==> src/rtl/unified_mem_arbiter.sv <==
// unified_mem_arbiter: shares one single-port SRAM between IF and DM ports.
// DM has priority; IF is forced through after MAX_WAIT consecutive denials.
// Ports: clk/rst (async active-low); if_* instruction-fetch read port;
// dm_* data port (dm_we 00 rd,01 byte,10 half,11 word); mem_* SRAM side;
// perf_* counters, built only when ARB_PERF_CNT_EN is defined (else tied 0).
module unified_mem_arbiter #(
  parameter int MEM_BYTES = 65536,
  parameter int MAX_WAIT  = 4
) (
  input  logic        clk,
  input  logic        rst,
  input  logic        if_req,
  input  logic [31:0] if_addr,
  output logic        if_gnt,
  output logic        if_rvalid,
  output logic [31:0] if_rdata,
  input  logic        dm_req,
  input  logic [31:0] dm_addr,
  input  logic [1:0]  dm_we,
  input  logic [31:0] dm_wdata,
  output logic        dm_gnt,
  output logic        dm_rvalid,
  output logic [31:0] dm_rdata,
  output logic        mem_en,
  output logic [1:0]  mem_we,
  output logic [31:0] mem_addr,
  output logic [31:0] mem_wdata,
  input  logic [31:0] mem_rdata,
  output logic [31:0] perf_conflicts,
  output logic [31:0] perf_if_stall
);
  localparam logic [31:0] LP_LAST = 32'(MEM_BYTES - 4);
  localparam logic [3:0]  LP_MAX  = 4'(MAX_WAIT);
  localparam logic [1:0]  OWN_NONE = 2'd0;
  localparam logic [1:0]  OWN_IF   = 2'd1;
  localparam logic [1:0]  OWN_DM   = 2'd2;
  logic [3:0]  r_wait_cnt;
  logic [1:0]  r_owner;
  logic        r_oor;
  logic [31:0] r_if_hold;
  logic [31:0] r_dm_hold;
  logic        w_dm_win;
  logic        w_if_win;
  logic        w_oor;
  logic [31:0] w_addr;
  logic [31:0] w_rdata;
  // Grants are suppressed while reset is held so every output reads 0.
  assign w_dm_win  = rst && dm_req && !(if_req && r_wait_cnt == LP_MAX);
  assign w_if_win  = rst && if_req && !w_dm_win;
  assign w_addr    = w_dm_win ? dm_addr : w_if_win ? if_addr : 32'd0;
  assign w_oor     = w_addr > LP_LAST;
  assign if_gnt    = w_if_win;
  assign dm_gnt    = w_dm_win;
  assign mem_en    = (w_dm_win || w_if_win) && !w_oor;
  assign mem_we    = w_dm_win ? dm_we : 2'b00;
  assign mem_addr  = w_addr;
  assign mem_wdata = w_dm_win ? dm_wdata : 32'd0;
  assign w_rdata   = r_oor ? 32'hFFFF_FFFF : mem_rdata;
  assign if_rvalid = r_owner == OWN_IF;
  assign dm_rvalid = r_owner == OWN_DM;
  assign if_rdata  = if_rvalid ? w_rdata : r_if_hold;
  assign dm_rdata  = dm_rvalid ? w_rdata : r_dm_hold;
  always_ff @(posedge clk or negedge rst) begin
    if (!rst) begin
      r_wait_cnt <= 4'd0;
      r_owner    <= OWN_NONE;
      r_oor      <= 1'b0;
      r_if_hold  <= 32'd0;
      r_dm_hold  <= 32'd0;
    end else begin
      r_wait_cnt <= (!if_req || w_if_win) ? 4'd0 :
                    (r_wait_cnt == LP_MAX) ? r_wait_cnt : r_wait_cnt + 4'd1;
      // Only reads claim the response slot; writes leave it empty.
      r_owner    <= w_if_win ? OWN_IF : (w_dm_win && dm_we == 2'b00) ? OWN_DM : OWN_NONE;
      r_oor      <= w_oor;
      if (if_rvalid) r_if_hold <= w_rdata;
      if (dm_rvalid) r_dm_hold <= w_rdata;
    end
  end
`ifdef ARB_PERF_CNT_EN
  logic [31:0] r_perf_conf;
  logic [31:0] r_perf_stall;
  always_ff @(posedge clk or negedge rst) begin
    if (!rst) begin
      r_perf_conf  <= 32'd0;
      r_perf_stall <= 32'd0;
    end else begin
      r_perf_conf  <= r_perf_conf + 32'(if_req && dm_req);
      r_perf_stall <= r_perf_stall + 32'(if_req && !w_if_win);
    end
  end
  assign perf_conflicts = r_perf_conf;
  assign perf_if_stall  = r_perf_stall;
`else
  assign perf_conflicts = 32'd0;
  assign perf_if_stall  = 32'd0;
`endif
endmodule

==> config.mk <==
export PLATFORM = sky130hd
export DESIGN_NAME = unified_mem_arbiter
export DESIGN_NICKNAME = d
export VERILOG_FILES = /design/src/rtl/unified_mem_arbiter.sv
export SDC_FILE = /design/constraint.sdc
export NUM_CORES = 1
export LEC_CHECK = 0
export BUFFER_PORTS_ARGS = -buffer_cell sky130_fd_sc_hd__buf_2
export CAP_MARGIN = 10
export CORE_AREA = 2 2 131 133
export DETAILED_ROUTE_END_ITERATION = 8
export DIE_AREA = 0 0 133 135
export SETUP_SLACK_MARGIN = 0.3
export SLEW_MARGIN = 20
export SYNTH_ARGS = -nofsm -noshare
export SYNTH_HDL_FRONTEND = slang
export SYNTH_SLANG_ARGS = --single-unit
==> constraint.sdc <==
create_clock -name clk -period 3.75 [get_ports clk]
set_input_delay 0.75 -clock clk [delete_from_list [all_inputs] [get_ports clk]]
set_output_delay 0.75 -clock clk [all_outputs]
set_load 0.03 [all_outputs]
==> results of run 1 <==
[state kept, by name (all words and copies together) (netlist names)]
register	cells
r_dm_hold	32
r_if_hold	32
r_wait_cnt	4
r_owner	2
r_oor	1
[cell families after synthesis]
kind of cell | Yosys count | synth area share [%]
AOI/OAI and AO/OA | 121 | 19.2
xor gates and xnor gates | 1 | 0.218
adders and majority gates | 2 | 0.621
buffers and inverters | 100 | 16.0
DFF | 71 | 44.1
other | 1 | 0.0931
and+or+nand+nor | 168 | 19.7
[metal layers]
metal  up-vias  global-route usage (%)  wire length, um
met2       184                    24.4             6730
met5         -                       0                0
li1       1984                       -                -
met1      1762                    18.0             5750
met3         9                    4.88             1230
met4         0                    3.58              140
[where the power goes]
part / total (mW) / switching (mW) / internal [mW]
Combinational: 1.13 / 0.827 / 0.303
Sequential: 0.974 / 0.0447 / 0.930
Clock: 0.809 / 0.308 / 0.501
Total: 2.91 / 1.18 / 1.73
[area by class of cell]
type / instances / area (um^2) / share of cell area (%)
clock buffer: 12 / 267 / 4.60
timing repair buffer: 287 / 1530 / 26.4
sequential: 71 / 1780 / 30.7
clock inverter: 4 / 28.8 / 0.497
inverter: 6 / 22.5 / 0.389
tap: 220 / 275 / 4.75
multi-input combinational: 356 / 1890 / 32.7
[worst min-delay path, delay by kind of cell, from the launching register on]
kind | cells | cell delay, ps
AOI/OAI and AO/OA | 1 | 90
DFF | 1 | 320
and+or+nand+nor | 1 | 40
[worst paths after layout]
kind | startpoint | endpoint | slack [ps] | depth (start not counted)
setup reg to reg | r_wait_cnt[0] | r_oor | 1540 | 8
hold reg to reg | r_dm_hold[17] | r_dm_hold[17] | 490 | 2
setup / recovery | r_wait_cnt[0] | mem_en | 330 | 10
hold / removal | r_dm_hold[17] | r_dm_hold[17] | 490 | 2
max in group asynchronous | rst | r_if_hold[27] | 2440 | 2
min in group asynchronous | rst | r_wait_cnt[2] | 700 | 2
[layout by cell type, fill, tap and decap left out, drive strengths merged, types with 2 or more instances in the layout]
master      n
ha          2
o22ai       2
a22o       27
nand2      69
nand4       3
nor2       38
conb       64
a21o        4
inv         6
a32oi       2
clkinv      2
buf       286
a21oi      10
nor4        8
clkinvlp    2
dfrtp      71
o21ai      66
and2       35
o211ai      2
nand2b      4
clkbuf     12
nand3       7
[repair_timing]
item / CTS / global route
pin swaps: 3 / 3
gates cloned: 1 / 0
buffers inserted: 7 / 2
setup endpoints to repair: 1 / 1
resized for setup: 9 / 4
==> metrics.cfg, run 1 <==
[setup_path]
crit_type = register to output port
endpoint_kind = output port
cp_max_fo = 8
arrival_ps = 2670
setup.worst_path.start_class = register
cp_num_buf_inv = 3
critical-path-top-delay-family = compound AO/OA/AOI/OAI gates
max_stage_delay_ps = 440
critPathRequiredTime_ps = 3000
path_cells = inv_2 > ha_4 > nand3b_4 > a21oi_4 > buf_6 > a32oi_1 > or4_4 > o41ai_4 > nor2_1 > buf_4
slowest_stage = or4_4

[global_routing]
grt-ovfl-total = 0
grt_max_degree = 72
grt_first_pass_wirelength_um = 20400
grt_antenna_before_repair = 0
grt_pass1_vias = 3686
track_usage_pct = 14.5

[synthesis]
synth_area_per_cell_um2 = 8.68
synth_largest_area_cell = dfrtp_1
synth-main-ff-cell = dfrtp_1
synth-async-reset-ratio_pct = 100
postSynthRegisterBits = 71
yosysMostFrequentCell = dfrtp_1
synth_edf_count = 0
netlist_area_mm2 = 0.00403
syn_inst = 464
yosysSeqAreaShare_pct = 44.1
synth_common_cells = 71 x dfrtp_1, 68 x nand2_1, 66 x o21ai_0
synth_area_leaders = dfrtp_1 44%, buf_4 12%, o21ai_0 8.2%
synth_top_area_share_pct = 44.1
netlist-cell-type-count = 39
synth_warnings = 0

[timing]
hold_ws_ps = 488
clock-skew-final_ps = 6.80
rsz0062_at_grt = true
slew_headroom_pct = 39.6
fin_crit_ps = 3420
max_freq_mhz = 292
fin_ws_ps = 326
hold_viol_final = 0
worst-slew-pin-transition_ps = 907
setup_viol = 0
post-route-period-util_pct = 91.3
setup_tns_ps = 0
timing_max_transition_violations_final = 0

[clock_network]
htree_levels = 3
clk_latency_ps = 320
cts_made_buffers = 9
cts_tree = built
clk_pin_slew_ps = 60
cts.sinks = 71
clockBufferDepth = 2
cts-root-buf = clkbuf_16
holdBufCountCts = 0

[power]
vdd_drop_max_uv = 225
cellPowerDensity_mw_per_mm2 = 503
leakagePower_nw = 3.24
finalPower_mw = 2.91

[place]
post-place-ws_ps = 369
dp.cells = 930
place.gp.congestion = 0.784
dp_hpwl_um = 11100
dpl-instance-area_mm2 = 0.00534
portBuffers = 268

[routing]
vias = 3939
ant_nets = 0
wl_per_cell_um = 14.5
avgViaCountPerCell = 4.12
drt_first_pass_iters = 6
drt_wl_total_um = 13900
drtIter0Drc = 95
drc = 0

[final_layout]
design_area_mm2 = 0.00579
fill_cells = 1714
final_core_util_pct = 35.3
drive_above_1_share_pct = 43.2
antenna_cells = 0
nets = 867
area_growth_pct = 43.9
instances_no_fill = 956

[die]
core_area_mm2 = 0.0164
pin_count = 333
initial_core_util_pct = 24.5
die_x_um = 133
die_h_um = 135
num_rows = 47
die_area_mm2 = 0.0180

[outcome]
status = complete, no violations

[worst_hold_path]
hp-class = register to register

[job]
cap_violations = 0

Note: power is estimated with default switching activity, not from simulation.
==> run 2: changes to the inputs <==
--- a/config.mk
+++ b/config.mk
@@ -8,7 +8,7 @@
 export BUFFER_PORTS_ARGS = -buffer_cell sky130_fd_sc_hd__buf_2
 export CAP_MARGIN = 10
-export CORE_AREA = 2 2 131 133
+export CORE_MARGIN = 2
+export CORE_UTILIZATION = 25
 export DETAILED_ROUTE_END_ITERATION = 8
-export DIE_AREA = 0 0 133 135
 export SETUP_SLACK_MARGIN = 0.3
 export SLEW_MARGIN = 20
==> constraint.sdc (replaced) <==
create_clock -name clk -period 3.75 [get_ports clk]
set_input_delay 0.375 -clock clk [delete_from_list [all_inputs] [get_ports clk]]
set_output_delay 0.375 -clock clk [all_outputs]
set_load 0.03 [all_outputs]
==> metrics.cfg, run 2 (synthesized netlist as in run 1, its figures left out) <==
[place]
dp_hpwl_um = 11100  ; about the same
portBuffers = 268  ; unchanged
place.gp.congestion = 0.854  ; was 0.784

[final_layout]
final_common_cell = buf_2  ; unchanged
fill_cells = 1697  ; was 1714
final_cell_mix = 267 x buf_2, 71 x dfrtp_1, 68 x nand2_1  ; was 266 x buf_2, 71 x dfrtp_1, 68 x nand2_1
nets = 858  ; was 867
area_growth_pct = 40.0  ; was 43.9%
top_regs = r_dm_hold: 32 flops, r_if_hold: 32 flops, r_wait_cnt: 4 flops  ; unchanged
drive_above_1_share_pct = 41.3  ; was 43.2%

[routing]
vias = 3989  ; was 3939
drt_wl_total_um = 14000  ; was 13900 um
drc = 0  ; unchanged
drtIter0Drc = 170  ; was 95
wl_per_cell_um = 14.9  ; was 14.5 um
avgViaCountPerCell = 4.23  ; was 4.12
ant_nets = 0  ; unchanged
drt_first_pass_iters = 4  ; was 6

[die]
num_rows = 46  ; was 47
die_x_um = 131  ; was 133 um
core_area_mm2 = 0.0158  ; was 0.0164 mm^2
initial_core_util_pct = 25.4  ; was 24.5%
die_area_mm2 = 0.0171  ; was 0.0180 mm^2
die_h_um = 131  ; was 135 um
pin_count = 333  ; unchanged

[worst_hold_path]
hold_end = r_owner[1]  ; was r_dm_hold[17]
min_from = dm_we[1]  ; was r_dm_hold[17]
hold_depth = 2  ; unchanged
hp-class = input pin to register  ; was register to register

[global_routing]
grt_max_degree = 71  ; was 72
grt_first_pass_wirelength_um = 19500  ; was 20400 um
grt_antenna_before_repair = 3  ; was 0
grt_pass1_vias = 3552  ; was 3686
grt-ovfl-total = 0  ; unchanged
track_usage_pct = 15.0  ; was 14.5%

[timing]
rsz0062_at_grt = false  ; was true
setup_viol = 0  ; unchanged
timing_max_transition_violations_final = 0  ; unchanged
hold_viol_final = 0  ; unchanged
fin_crit_ps = 3210  ; was 3420 ps
worst-slew-pin-transition_ps = 961  ; was 907 ps
post-route-period-util_pct = 85.6  ; was 91.3%
clock-skew-final_ps = 8.32  ; was 6.80 ps
hold_ws_ps = 219  ; was 488 ps
max_freq_mhz = 311  ; was 292 MHz
setup_tns_ps = 0  ; unchanged
slew_headroom_pct = 36.0  ; was 39.6%

[clock_network]
cts.sinks = 71  ; unchanged
clk_latency_ps = 330  ; was 320 ps
cts_made_buffers = 9  ; unchanged
cts_tree = built  ; unchanged
htree_levels = 3  ; unchanged
clockBufferDepth = 2  ; unchanged
clk_pin_slew_ps = 60  ; about the same
cts-root-buf = clkbuf_16  ; unchanged

[job]
cap_violations = 0  ; unchanged

[setup_path]
crit_type = register to output port  ; unchanged
cp_max_fo = 30  ; was 8
reg2regPathDepth = 7  ; was 8
reg2reg_to = r_oor  ; unchanged
r2r-start = r_wait_cnt[0]  ; unchanged
arrival_ps = 2840  ; was 2670 ps
setup.worst_path.start_class = register  ; unchanged
critPathRequiredTime_ps = 3380  ; was 3000 ps
endpoint_kind = output port  ; unchanged
rrSetupSlack_ps = 1390  ; was 1540 ps

[power]
leakagePower_nw = 3.14  ; was 3.24 nW
cellPowerDensity_mw_per_mm2 = 509  ; was 503 mW/mm^2
vdd_drop_max_uv = 218  ; was 225 uV

[outcome]
status = complete, no violations  ; unchanged

[run 2: worst max-delay path, cell delays in order, from the launching register on]
cell and delay (ps):
dfrtp_1 400, inv_1 60, ha_1 250, nand3b_4 170
o211a_4 380, a32oi_1 90, or4_1 500, o41ai_2 380
nor2_1 90, buf_2 190
[run 2: report_power, final]
| part | leakage, nW | total [mW] | switching [mW] | internal [mW] |
|---|---|---|---|---|
| combinational | 2.16 | 1.11 | 0.826 | 0.288 |
| sequential | 0.853 | 0.973 | 0.0438 | 0.929 |
| clock | 0.124 | 0.785 | 0.320 | 0.464 |
[run 2: layer usage]
layer	GRT usage [%]	up-vias	share of wire, %
li1	-	1977	-
met1	17.7	1803	40
met2	25.8	192	48
met3	5.05	17	9.7
met4	4.88	0	1.9
met5	0	-	0
[run 2: what timing repair did]
action,CTS,global route
hold buffers,1,0
endpoints found under the setup margin,1,1
buffers inserted,0,2
cloned,0,0
endpoints found under the hold margin,1,0
gates resized for setup,1,1
pin swaps,0,1
[run 2: layout make-up]
type | count | area [um^2] | area share [%]
multi-input cells | 356 | 1860 | 33.1
flip-flops and latches | 71 | 1780 | 31.5
repair buffers | 278 | 1430 | 25.3
well taps | 216 | 270 | 4.79
clock buffers | 11 | 243 | 4.31
clock inverters | 4 | 31.3 | 0.555
inverters | 6 | 22.5 | 0.399
diodes | 2 | 5.00 | 0.0888
[run 2: metrics by stage]
stage | util [%] | area (um^2) | power [mW] | setup slack [ps] | std cells
4_1_cts | 35.4 | 5610 | 2.90 | 314 | 940
2_1_floorplan | - | 4260 | 1.79 | 1190 | 527
6_report | 35.6 | 5640 | 2.87 | 539 | 944
5_1_grt | 35.6 | 5640 | 3.04 | 372 | 944
3_3_place_gp | 33.6 | 5320 | 2.09 | 741 | 924
3_5_place_dp | 33.6 | 5320 | 2.10 | 650 | 924
[run 2: how the worst max path moves through the flow]
stage	from	end	slack, ps	cells past startpoint
after floorplan	r_wait_cnt[0]	mem_en	1190	8
after global placement	r_wait_cnt[0]	mem_en	740	10
after detailed placement	r_wait_cnt[0]	mem_en	650	10
after CTS	r_wait_cnt[0]	mem_en	310	9
after global routing	r_wait_cnt[0]	mem_en	370	9
final	r_wait_cnt[0]	mem_en	540	9
